**src/rtl/nios_sample_capture_master.sv**
```systemverilog
// Avalon-MM write master: captures I/Q pairs into the Nios on-chip RAM (s2 port) via an elastic
// FIFO. Optional input decimation is built when NIOS_SAMPLE_CAPTURE_DECIM_EN is defined.
module nios_sample_capture_master #(
    parameter int unsigned ADDR_W     = 13,
    parameter int unsigned MEM_WORDS  = 6000,
    parameter int unsigned FIFO_DEPTH = 8
) (
    input  logic              clk,
    input  logic              reset_n,
    input  logic              start,
    input  logic              abort,
    input  logic [ADDR_W-1:0] start_addr,
    input  logic [ADDR_W-1:0] length,
`ifdef NIOS_SAMPLE_CAPTURE_DECIM_EN
    input  logic [7:0]        decim,
`endif
    output logic              busy,
    output logic              done,
    output logic              overflow,
    input  logic              iq_valid,
    input  logic [15:0]       i_data,
    input  logic [15:0]       q_data,
    output logic [ADDR_W-1:0] avm_address,
    output logic              avm_chipselect,
    output logic              avm_write,
    output logic [3:0]        avm_byteenable,
    output logic [31:0]       avm_writedata,
    input  logic              avm_waitrequest
);

    localparam int unsigned CntW = ADDR_W + 1;
    localparam int unsigned PtrW = (FIFO_DEPTH > 1) ? $clog2(FIFO_DEPTH) : 1;
    localparam int unsigned LvlW = PtrW + 1;
    localparam logic [CntW-1:0]   MemWords = CntW'(MEM_WORDS);
    localparam logic [ADDR_W-1:0] LastAddr = ADDR_W'(MEM_WORDS - 1);
    localparam logic [LvlW-1:0]   Depth    = LvlW'(FIFO_DEPTH);

    typedef enum logic [2:0] {StIdle, StCapture, StDrain, StAbort, StDone} state_e;

    state_e            state_q, state_d;
    logic              zero_done_q, zero_done_d;
    logic              overflow_q, overflow_d;
    logic [CntW-1:0]   target_q, target_d;
    logic [CntW-1:0]   accepted_q, accepted_d;
    logic [CntW-1:0]   written_q, written_d;
    logic [ADDR_W-1:0] addr_q, addr_d;
    logic              cs_q, cs_d;
    logic [3:0]        be_q, be_d;
    logic [31:0]       data_q, data_d;
    logic [PtrW-1:0]   rd_ptr_q, rd_ptr_d;
    logic [PtrW-1:0]   wr_ptr_q, wr_ptr_d;
    logic [LvlW-1:0]   level_q, level_d;
    logic [31:0]       mem [FIFO_DEPTH];

    logic              pop, capturing, eligible, take, full, push, drop;
    logic              hit_target, finish, flush;
    logic [LvlW-1:0]   level_pop;
    logic [PtrW-1:0]   rd_pop;
    logic [CntW-1:0]   len_ext;
    logic [ADDR_W-1:0] next_addr;
    logic [31:0]       push_word;

`ifdef NIOS_SAMPLE_CAPTURE_DECIM_EN
    logic [7:0] decim_q, decim_d;
    logic [7:0] dcnt_q, dcnt_d;
`endif

    always_comb begin
        pop        = cs_q & ~avm_waitrequest;
        capturing  = (state_q == StCapture) & ~abort;
`ifdef NIOS_SAMPLE_CAPTURE_DECIM_EN
        eligible   = iq_valid & (dcnt_q == 8'd0);
`else
        eligible   = iq_valid;
`endif
        take       = capturing & eligible & (accepted_q < target_q);
        full       = (level_q == Depth);
        // A pop completing this cycle frees a slot for a same-cycle push even when full.
        push       = take & (~full | pop);
        drop       = take & ~push;
        push_word  = {q_data, i_data};
        len_ext    = {1'b0, length};
        next_addr  = (addr_q == LastAddr) ? '0 : addr_q + ADDR_W'(1);

        level_pop  = level_q - LvlW'(pop);
        rd_pop     = rd_ptr_q + PtrW'(pop);

        state_d     = state_q;
        zero_done_d = 1'b0;
        overflow_d  = overflow_q | drop;
        target_d    = target_q;
        accepted_d  = accepted_q + CntW'(take);
        written_d   = written_q + CntW'(pop);
        addr_d      = pop ? next_addr : addr_q;
        level_d     = level_pop + LvlW'(push);
        rd_ptr_d    = rd_pop;
        wr_ptr_d    = wr_ptr_q + PtrW'(push);
        cs_d        = 1'b0;
        flush       = 1'b0;
`ifdef NIOS_SAMPLE_CAPTURE_DECIM_EN
        decim_d     = decim_q;
        dcnt_d      = dcnt_q;
        if (capturing && iq_valid && (accepted_q < target_q)) begin
            dcnt_d = (dcnt_q == decim_q) ? 8'd0 : dcnt_q + 8'd1;
        end
`endif

        hit_target = (accepted_d == target_q);
        // Dropped samples leave written short of target, so an empty FIFO also ends the run.
        finish     = hit_target & ((written_d == target_q) | (level_d == '0));

        unique case (state_q)
            StIdle: begin
                if (start) begin
                    if (length == '0) begin
                        zero_done_d = 1'b1;
                    end else begin
                        state_d    = StCapture;
                        target_d   = (len_ext > MemWords) ? MemWords : len_ext;
                        accepted_d = '0;
                        written_d  = '0;
                        overflow_d = 1'b0;
                        addr_d     = ADDR_W'({1'b0, start_addr} % MemWords);
`ifdef NIOS_SAMPLE_CAPTURE_DECIM_EN
                        decim_d    = decim;
                        dcnt_d     = 8'd0;
`endif
                    end
                end
            end
            StCapture, StDrain: begin
                if (abort) begin
                    state_d = StAbort;
                    cs_d    = cs_q & avm_waitrequest;
                end else begin
                    cs_d = (level_d != '0);
                    if (finish) begin
                        state_d = StDone;
                    end else if (hit_target) begin
                        state_d = StDrain;
                    end
                end
            end
            StAbort: begin
                // A stalled transfer must complete before the FIFO is discarded.
                cs_d = cs_q & avm_waitrequest;
                if (!(cs_q && avm_waitrequest)) begin
                    flush   = 1'b1;
                    state_d = StDone;
                end
            end
            StDone: begin
                state_d = StIdle;
            end
            default: begin
                state_d = StIdle;
            end
        endcase

        if (flush) begin
            level_d  = '0;
            rd_ptr_d = '0;
            wr_ptr_d = '0;
        end

        // New head: bypass the incoming sample when the FIFO is otherwise empty.
        data_d = data_q;
        if (cs_d) begin
            data_d = (level_pop == '0) ? push_word : mem[rd_pop];
        end
        be_d = cs_d ? 4'hF : 4'h0;
    end

    always_ff @(posedge clk or negedge reset_n) begin
        if (!reset_n) begin
            state_q     <= StIdle;
            zero_done_q <= 1'b0;
            overflow_q  <= 1'b0;
            target_q    <= '0;
            accepted_q  <= '0;
            written_q   <= '0;
            addr_q      <= '0;
            cs_q        <= 1'b0;
            be_q        <= 4'h0;
            data_q      <= '0;
            rd_ptr_q    <= '0;
            wr_ptr_q    <= '0;
            level_q     <= '0;
        end else begin
            state_q     <= state_d;
            zero_done_q <= zero_done_d;
            overflow_q  <= overflow_d;
            target_q    <= target_d;
            accepted_q  <= accepted_d;
            written_q   <= written_d;
            addr_q      <= addr_d;
            cs_q        <= cs_d;
            be_q        <= be_d;
            data_q      <= data_d;
            rd_ptr_q    <= rd_ptr_d;
            wr_ptr_q    <= wr_ptr_d;
            level_q     <= level_d;
        end
    end

`ifdef NIOS_SAMPLE_CAPTURE_DECIM_EN
    always_ff @(posedge clk or negedge reset_n) begin
        if (!reset_n) begin
            decim_q <= 8'd0;
            dcnt_q  <= 8'd0;
        end else begin
            decim_q <= decim_d;
            dcnt_q  <= dcnt_d;
        end
    end
`endif

    always_ff @(posedge clk) begin
        if (push) begin
            mem[wr_ptr_q] <= push_word;
        end
    end

    assign busy           = (state_q == StCapture) | (state_q == StDrain) | (state_q == StAbort);
    assign done           = (state_q == StDone) | zero_done_q;
    assign overflow       = overflow_q;
    assign avm_address    = addr_q;
    assign avm_chipselect = cs_q;
    assign avm_write      = cs_q;
    assign avm_byteenable = be_q;
    assign avm_writedata  = data_q;

endmodule

```
**config.mk**
```make
export PLATFORM = sky130hd
export DESIGN_NAME = nios_sample_capture_master
export DESIGN_NICKNAME = d
export VERILOG_FILES = /design/src/rtl/nios_sample_capture_master.sv
export SDC_FILE = /design/constraint.sdc
export NUM_CORES = 1
export LEC_CHECK = 0
export BUFFER_PORTS_ARGS = -buffer_cell sky130_fd_sc_hd__buf_2
export CAP_MARGIN = 25
export CORE_MARGIN = 1
export CORE_UTILIZATION = 30
export CTS_CLUSTER_SIZE = 20
export DETAILED_ROUTE_END_ITERATION = 8
export SLEW_MARGIN = 20
export SYNTH_ARGS = -nofsm -noshare
export SYNTH_HDL_FRONTEND = slang
export SYNTH_SLANG_ARGS = --single-unit
export TNS_END_PERCENT = 5
```
**constraint.sdc**
```tcl
create_clock -name clk -period 10.5 [get_ports clk]
set_clock_uncertainty 0.2 [all_clocks]
set_input_delay 0.525 -clock clk [delete_from_list [all_inputs] [get_ports clk]]
set_output_delay 0.525 -clock clk [all_outputs]
set_load 0.1 [all_outputs]
```
==> results of run 1 <==
## cell type report
type,count,area (sq um)
Fill cell,4968,32800
Sequential cell,358,10200
Multi-Input combinational cell,634,5250
Clock buffer,51,1080
Timing Repair Buffer,148,861
Tap cell,680,851
Clock inverter,23,313
Inverter,25,93.8
## per-stage QoR
stage	hold slack, ns	std cells	power [mW]	area (sq um)	worst slack (ns)
floorplan	0.0294	1071	3.50	15700	4.53
global placement	0.259	1833	3.95	17200	5.04
detailed placement	0.269	1833	3.98	17200	5.03
CTS	0.000137	1918	5.46	18700	4.95
global route	0.0161	1919	5.66	18700	4.78
finish	0.0189	1919	5.39	18700	5.11
## worst max-delay path: cells and delay by family, from the launching register on
| family | cells | cell delay [ns] |
|---|---|---|
| muxes | 1 | 0.19 |
| buffers and inverters | 2 | 0.67 |
| AOI/OAI and AO/OA | 3 | 1.25 |
| adders and majority gates | 2 | 0.41 |
| DFF | 1 | 0.42 |
| and+or+nand+nor | 5 | 1.92 |
| xor gates and xnor gates | 1 | 0.11 |
## state kept, by name (all words and copies together) (netlist names)
signal and count:
mem 256, avm_writedata 32, accepted_q 14, written_q 14, avm_address 13, target_q 13
level_q 4, rd_ptr_q 3, state_q 3, wr_ptr_q 3, avm_byteenable 1, overflow 1
zero_done_q 1
## how the worst min path moves through the flow
stage | start | to
6_report | i_data[4] | mem[4][4]$_DFFE_PP_
5_1_grt | i_data[4] | mem[1][4]$_DFFE_PP_
4_1_cts | length[0] | target_q[0]$_DFFE_PN0P_
3_5_place_dp | avm_writedata[20]$_DFFE_PN0P_ | avm_writedata[20]$_DFFE_PN0P_
3_3_place_gp | avm_writedata[8]$_DFFE_PN0P_ | avm_writedata[8]$_DFFE_PN0P_
2_1_floorplan | reset_n | accepted_q[0]$_DFF_PN0_
## logic make-up after synthesis
kind of cell | after synthesis
flops | 358
simple gates | 289
compound gates | 151
mux | 98
buf+inv | 79
xor+xnor | 70
fa+ha+maj | 26
## Yosys cell counts, types with 3 or more instances
library cell  count  area share (%)
nor3b_1           3            0.14
nand2_1         111             2.7
xor2_1           22             1.2
nor4_1           14            0.56
buf_1             8            0.19
xnor2_1          43             2.4
mux2i_1          34             2.2
o21ai_0          96             3.1
nor2b_1          13            0.52
buf_4             5            0.24
nand3b_1          4            0.19
buf_2             3           0.096
dfrtp_1         102              16
a32oi_1           3            0.17
xnor3_1           5            0.72
o22ai_1          12            0.48
and4_1            3            0.17
nor2_1           48             1.1
inv_1            25            0.60
nand3_1          31            0.99
a21oi_1           7            0.22
nor3_1            9            0.29
clkbuf_1         38            0.91
and2_1            8            0.32
edfxtp_1        256              49
ha_1             26             2.1
a21o_1           10            0.48
and3_1            3            0.12
nand2b_1         11            0.44
or3_1             3            0.12
mux4_2           64             9.2
nand4_1          10            0.40
## metal layers
| layer | vias up | wire (microns) |
|---|---|---|
| li1 | 4323 | - |
| met1 | 4713 | 16200 |
| met2 | 219 | 17300 |
| met3 | 56 | 2010 |
| met4 | 6 | 659 |
| met5 | - | 44 |
## power groups by stage
stage	combinational [mW]	clock [mW]	sequential, mW
3_5_place_dp	2.14	0	1.84
3_3_place_gp	2.12	0	1.83
4_1_cts	2.15	1.50	1.81
2_1_floorplan	1.08	0	2.41
6_report	2.11	1.46	1.81
5_1_grt	2.27	1.55	1.84
==> results.py, run 1 <==
metrics = {
    "finish": {
        "nets": 1297,
        "drive_gt1_share_pct": 23.6,
        "final_common_cell": "edfxtp_1",
        "layout_common_cells": "256 x edfxtp_1, 116 x buf_2, 110 x nand2_1",
        "finish.utilization_pct": 36.3,
        "n_antenna_cell": 0,
        "syn2layout_area_growth_pct": 19.0,
    },
    "timing": {
        "tightestPinTransition_ns": 0.889,
        "finalMaxSlewViolations": 0,
        "relSlewSlack_pct": 40.8,
        "setup_viol": 0,
        "hold_viol": 0,
        "period_needed_ns": 5.39,
        "period_share_pct": 51.4,
        "fmaxAchievable_ghz": 0.185,
        "tns_ns": 0,
        "rsz0062_at_grt": "false",
    },
    "synth": {
        "ys_async_sr_fraction_pct": 28.5,
        "synth_top_family_by_area": "multiplexers",
        "synthSimpleGateAreaFrac_pct": 9.32,
        "synth-seq-area-share_pct": 65.2,
        "syn-cell-area_sq_um": 15700,
        "yosysWarnings": 0,
        "synth_adder_area_share_pct": 2.07,
        "synthFlopType": "edfxtp_1",
        "avgSynthCellArea_sq_um": 14.7,
        "ys_ff_latch": 358,
        "synth_nets": 1161,
        "synthMuxAreaShare_pct": 11.3,
        "synth_compound_area_share_pct": 5.71,
        "synth-edff-count": 256,
        "syn_inst": 1071,
        "yosysUniqueCellTypes": 66,
        "synth-xor-area-share_pct": 4.34,
    },
    "critical_path": {
        "critical_path_peak_fanout": 65,
        "max_stage_delay_ns": 0.69,
        "crit_path_cell_trace": "inv_1 -> ha_1 -> or4b_2 -> a2111oi_0 -> o21ai_2 -> nor2_1 -> ha_1 -> nor3b_1 -> xnor2_1 -> nor4_1 -> mux2i_1 -> nand2_2 -> buf_4 -> o21ai_0",
        "r2r_end": "avm_writedata[0]$_DFFE_PN0P_",
        "cp-end-kind": "flip-flop",
        "worstPathArrival_ns": 5.61,
        "cp-start-kind": "flip-flop",
        "worst_ep_required_time_ns": 10.72,
        "startpoint": "target_q[12]$_DFFE_PN0P_",
        "critPathCapture": "avm_writedata[0]$_DFFE_PN0P_",
        "crit_type": "flip-flop to flip-flop",
        "rr_worst_depth": 14,
        "cp_slowest_cell": "nor4_1",
        "r2r-start": "target_q[12]$_DFFE_PN0P_",
        "reg2reg_slack_ns": 5.11,
        "cpMostUsedCell": "ha_1",
    },
    "outcome": {
        "run_status": "completed",
    },
    "cts": {
        "clock_path_buffers": 3,
        "cts.clk_slew.worst_paths_ns": 0.06,
        "clock_sinks": 358,
        "ctsResizeCount": 0,
        "clock_latency_ns": 0.58,
        "htree_levels": 2,
        "ctsHoldBuffers": 11,
        "cts_setup_buffers": 0,
        "numCtsBuffers": 40,
        "cts_tree": "yes",
        "clockRootBuffer": "clkbuf_16",
    },
    "global_routing": {
        "first_global_vias": 9550,
        "grt_pass1_wl_mm": 56.2,
        "grt_most_used_layer": "met2",
        "met3_usage_pct": 3.22,
        "grt_max_degree": 72,
        "grt_remaining_overflow": 0,
        "grt_use_met1_pct": 18.2,
        "antenna_found_initial": 3,
        "track_usage_pct": 13.8,
        "grt_use_met2_pct": 22.5,
    },
    "routing": {
        "dr.pass1.iters": 5,
        "initialDrtViolationCount": 507,
        "ant_nets": 0,
        "drc": 0,
        "routed_wirelength_mm": 36.1,
        "via_count": 9317,
        "viasPerCell": 4.86,
        "wire_per_inst_microns": 18.8,
    },
    "flow_run": {
        "drv_cap": 0,
    },
    "power_and_ir_drop": {
        "ir_worst_vdd_v": 0.000217,
        "clockPowerShare_pct": 27.2,
        "p_int_mw": 3.19,
        "power_density_nw_per_um2": 288,
        "p_leak_nw": 6.81,
        "comb_power_share_pct": 39.2,
        "seq_power_share_pct": 33.7,
        "swShare_pct": 40.9,
        "power_switching_mw": 2.20,
    },
    "floorplanning": {
        "dieHeight_microns": 231,
        "core_sq_um": 51500,
        "rows": 83,
        "die_x_microns": 231,
        "die_area_sq_um": 53300,
        "io_pins": 118,
        "initial_core_util_pct": 30.5,
    },
    "placement": {
        "place_hpwl_mm": 21.4,
        "portBuffers": 117,
        "gp_congestion": 0.890,
    },
    "worst_hold_path": {
        "holdPathStages": 1,
        "hold_class": "primary input to flip-flop",
    },
}
No activity file was read; power rests on OpenSTA's default activity.
==> run 2: changes to the inputs <==
Clock period 10.5 ns to 4.8 ns, I/O delays scaled along.
==> run 2 against run 1 <==
Sequential power grew 120%; utilization grew 1.3 points; sequential share of layout area shrank 1.9 points; largest cell class unchanged.
==> results.py, run 2 (same netlist as run 1, synthesis figures left out) <==
metrics = {
    "worst_hold_path": {
        "hold_class": "primary input to asynchronous set/reset pin",
    },
    "timing": {
        "fmaxAchievable_ghz": 0.218,
        "hold_viol": 0,
        "period_share_pct": 95.6,
        "rsz0062_at_grt": "false",
        "whs_ns": 0.167,
        "setup_viol": 0,
        "finalMaxSlewViolations": 0,
        "tightestPinTransition_ns": 0.890,
        "period_needed_ns": 4.59,
        "relSlewSlack_pct": 40.6,
    },
    "placement": {
        "placed_area_sq_um": 17200,
        "place_hpwl_mm": 21.1,
        "gp_congestion": 0.859,
        "portBuffers": 117,
    },
    "critical_path": {
        "rr_worst_depth": 16,
        "worst_ep_required_time_ns": 5.03,
        "worstPathArrival_ns": 4.82,
        "crit_type": "flip-flop to flip-flop",
        "reg2reg_slack_ns": 0.21,
        "r2r_end": "state_q[1]$_DFFE_PN0P_",
        "critPathCapture": "state_q[1]$_DFFE_PN0P_",
        "r2r-start": "target_q[12]$_DFFE_PN0P_",
        "max_stage_delay_ns": 0.64,
        "crit_family": "simple AND/OR/NAND/NOR gates",
        "critical_path_peak_fanout": 5,
        "cp_slowest_cell": "or4b_2",
        "path_depth": 16,
        "critPathBufInv": 2,
        "cp-start-kind": "flip-flop",
        "crit_path_cell_trace": "inv_1 -> ha_1 -> or4b_2 -> a2111oi_2 -> o21ai_1 -> inv_1 -> ha_1 -> ha_2 -> nand2_2 -> nor4_4 -> xnor2_1 -> o2111ai_1 -> nor4b_4 -> nand3b_1 -> a221o_1 -> o21bai_1",
        "cp-end-kind": "flip-flop",
        "startpoint": "target_q[12]$_DFFE_PN0P_",
    },
    "power_and_ir_drop": {
        "power_density_nw_per_um2": 618,
        "p_leak_nw": 7.12,
        "p_int_mw": 7.14,
        "clockPowerShare_pct": 27.0,
        "comb_power_share_pct": 39.8,
        "power_switching_mw": 4.83,
        "seq_power_share_pct": 33.2,
        "ir_worst_vdd_v": 0.000453,
        "swShare_pct": 40.3,
    },
    "cts": {
        "clock_sinks": 358,
        "numCtsBuffers": 40,
        "htree_levels": 2,
        "cts_tree": "yes",
        "clock_path_buffers": 3,
        "cts.clk_slew.worst_paths_ns": 0.06,
        "clockRootBuffer": "clkbuf_16",
        "cts_setup_buffers": 0,
        "clock_latency_ns": 0.55,
    },
    "floorplanning": {
        "initial_core_util_pct": 30.5,
        "rows": 83,
        "core_sq_um": 51500,
        "io_pins": 118,
        "die_area_sq_um": 53300,
        "dieHeight_microns": 231,
        "die_x_microns": 231,
    },
    "global_routing": {
        "track_usage_pct": 13.8,
        "first_global_vias": 9894,
        "antenna_found_initial": 1,
        "grt_max_degree": 66,
        "grt_pass1_wl_mm": 56.9,
        "grt_remaining_overflow": 0,
    },
    "routing": {
        "via_count": 9588,
        "initialDrtViolationCount": 668,
        "drc": 0,
        "ant_nets": 0,
        "viasPerCell": 4.84,
        "wire_per_inst_microns": 18.3,
        "dr.pass1.iters": 5,
        "routed_wirelength_mm": 36.3,
    },
    "flow_run": {
        "drv_cap": 0,
    },
    "finish": {
        "final_area_sq_um": 19400,
        "largest_register": "mem",
        "final_common_cell": "edfxtp_1",
        "fill_cells": 4926,
        "layout_common_cells": "256 x edfxtp_1, 116 x buf_2, 109 x nand2_1",
        "largest_reg_flops": 256,
        "drive_gt1_share_pct": 23.0,
        "syn2layout_area_growth_pct": 23.3,
        "nets": 1358,
    },
    "outcome": {
        "run_status": "completed",
    },
}
run 2: changes by cell type in the layout (fill, tap and decap cells not counted), sizes merged:
cell,previous run,this run
buf,137,142
bufinv,5,6
clkbuf,51,53
clkinv,16,11
clkinvlp,0,2
diode,0,1
dlygate4sd3,11,67
inv,27,26
run 2: what timing repair did:
action,4_1_cts,5_1_grt
hold buffers,67,0
endpoints found under the setup margin,3,2
pin swaps,0,3
resized for setup,5,2
endpoints found under the hold margin,376,0
run 2: how the worst min path moves through the flow:
stage               cells after the start  startpoint  slack, ns                      end
global route                            2     reset_n       0.24  target_q[9]$_DFFE_PN0P_
finish                                  2     reset_n       0.17  target_q[9]$_DFFE_PN0P_
global placement                        1     reset_n       0.22    zero_done_q$_DFF_PN0_
detailed placement                      1     reset_n       0.23    zero_done_q$_DFF_PN0_
floorplan                               0     reset_n      -0.26  accepted_q[0]$_DFF_PN0_
CTS                                     2     reset_n       0.19  target_q[9]$_DFFE_PN0P_
run 2: power by group through the flow:
stage                     clock (mW)  combinational, mW  sequential, mW
after floorplan                    0               2.37            5.28
after global routing            3.43               5.16            4.02
final                           3.23               4.76            3.98
after global placement             0               4.71            4.01
after CTS                       3.32               4.82            3.97
after detailed placement           0               4.75            4.03
run 2: cell type report:
cell class	instances	area [sq um]	share of cell area, %
flip-flops and latches	358	10200	52.9
repair buffers	209	1480	7.66
clock buffers	53	1110	5.73
diodes	1	2.50	0.0129
clock inverters	20	304	1.57
inverters	25	93.8	0.484
multi-input cells	634	5290	27.3
well taps	680	851	4.39
run 2: layer usage:
metal	wire, microns	vias up	global-route usage (%)
li1	-	4443	-
met1	16100	4827	18.3
met2	17100	251	22.4
met3	2140	67	3.10
met4	930	0	4.47
met5	0	-	0
run 2: per-stage QoR:
stage / power (mW) / utilization [%] / setup TNS (ns) / instances / worst slack, ns
global placement: 8.73 / 33.5 / -0.0951 / 1839 / -0.0951
floorplan: 7.65 / - / -203.99 / 1071 / -1.05
detailed placement: 8.78 / 33.5 / -0.520 / 1839 / -0.283
CTS: 12.1 / 37.6 / 0 / 1979 / 0.0420
global route: 12.6 / 37.6 / 0 / 1980 / 0.00823
finish: 12.0 / 37.6 / 0 / 1980 / 0.209
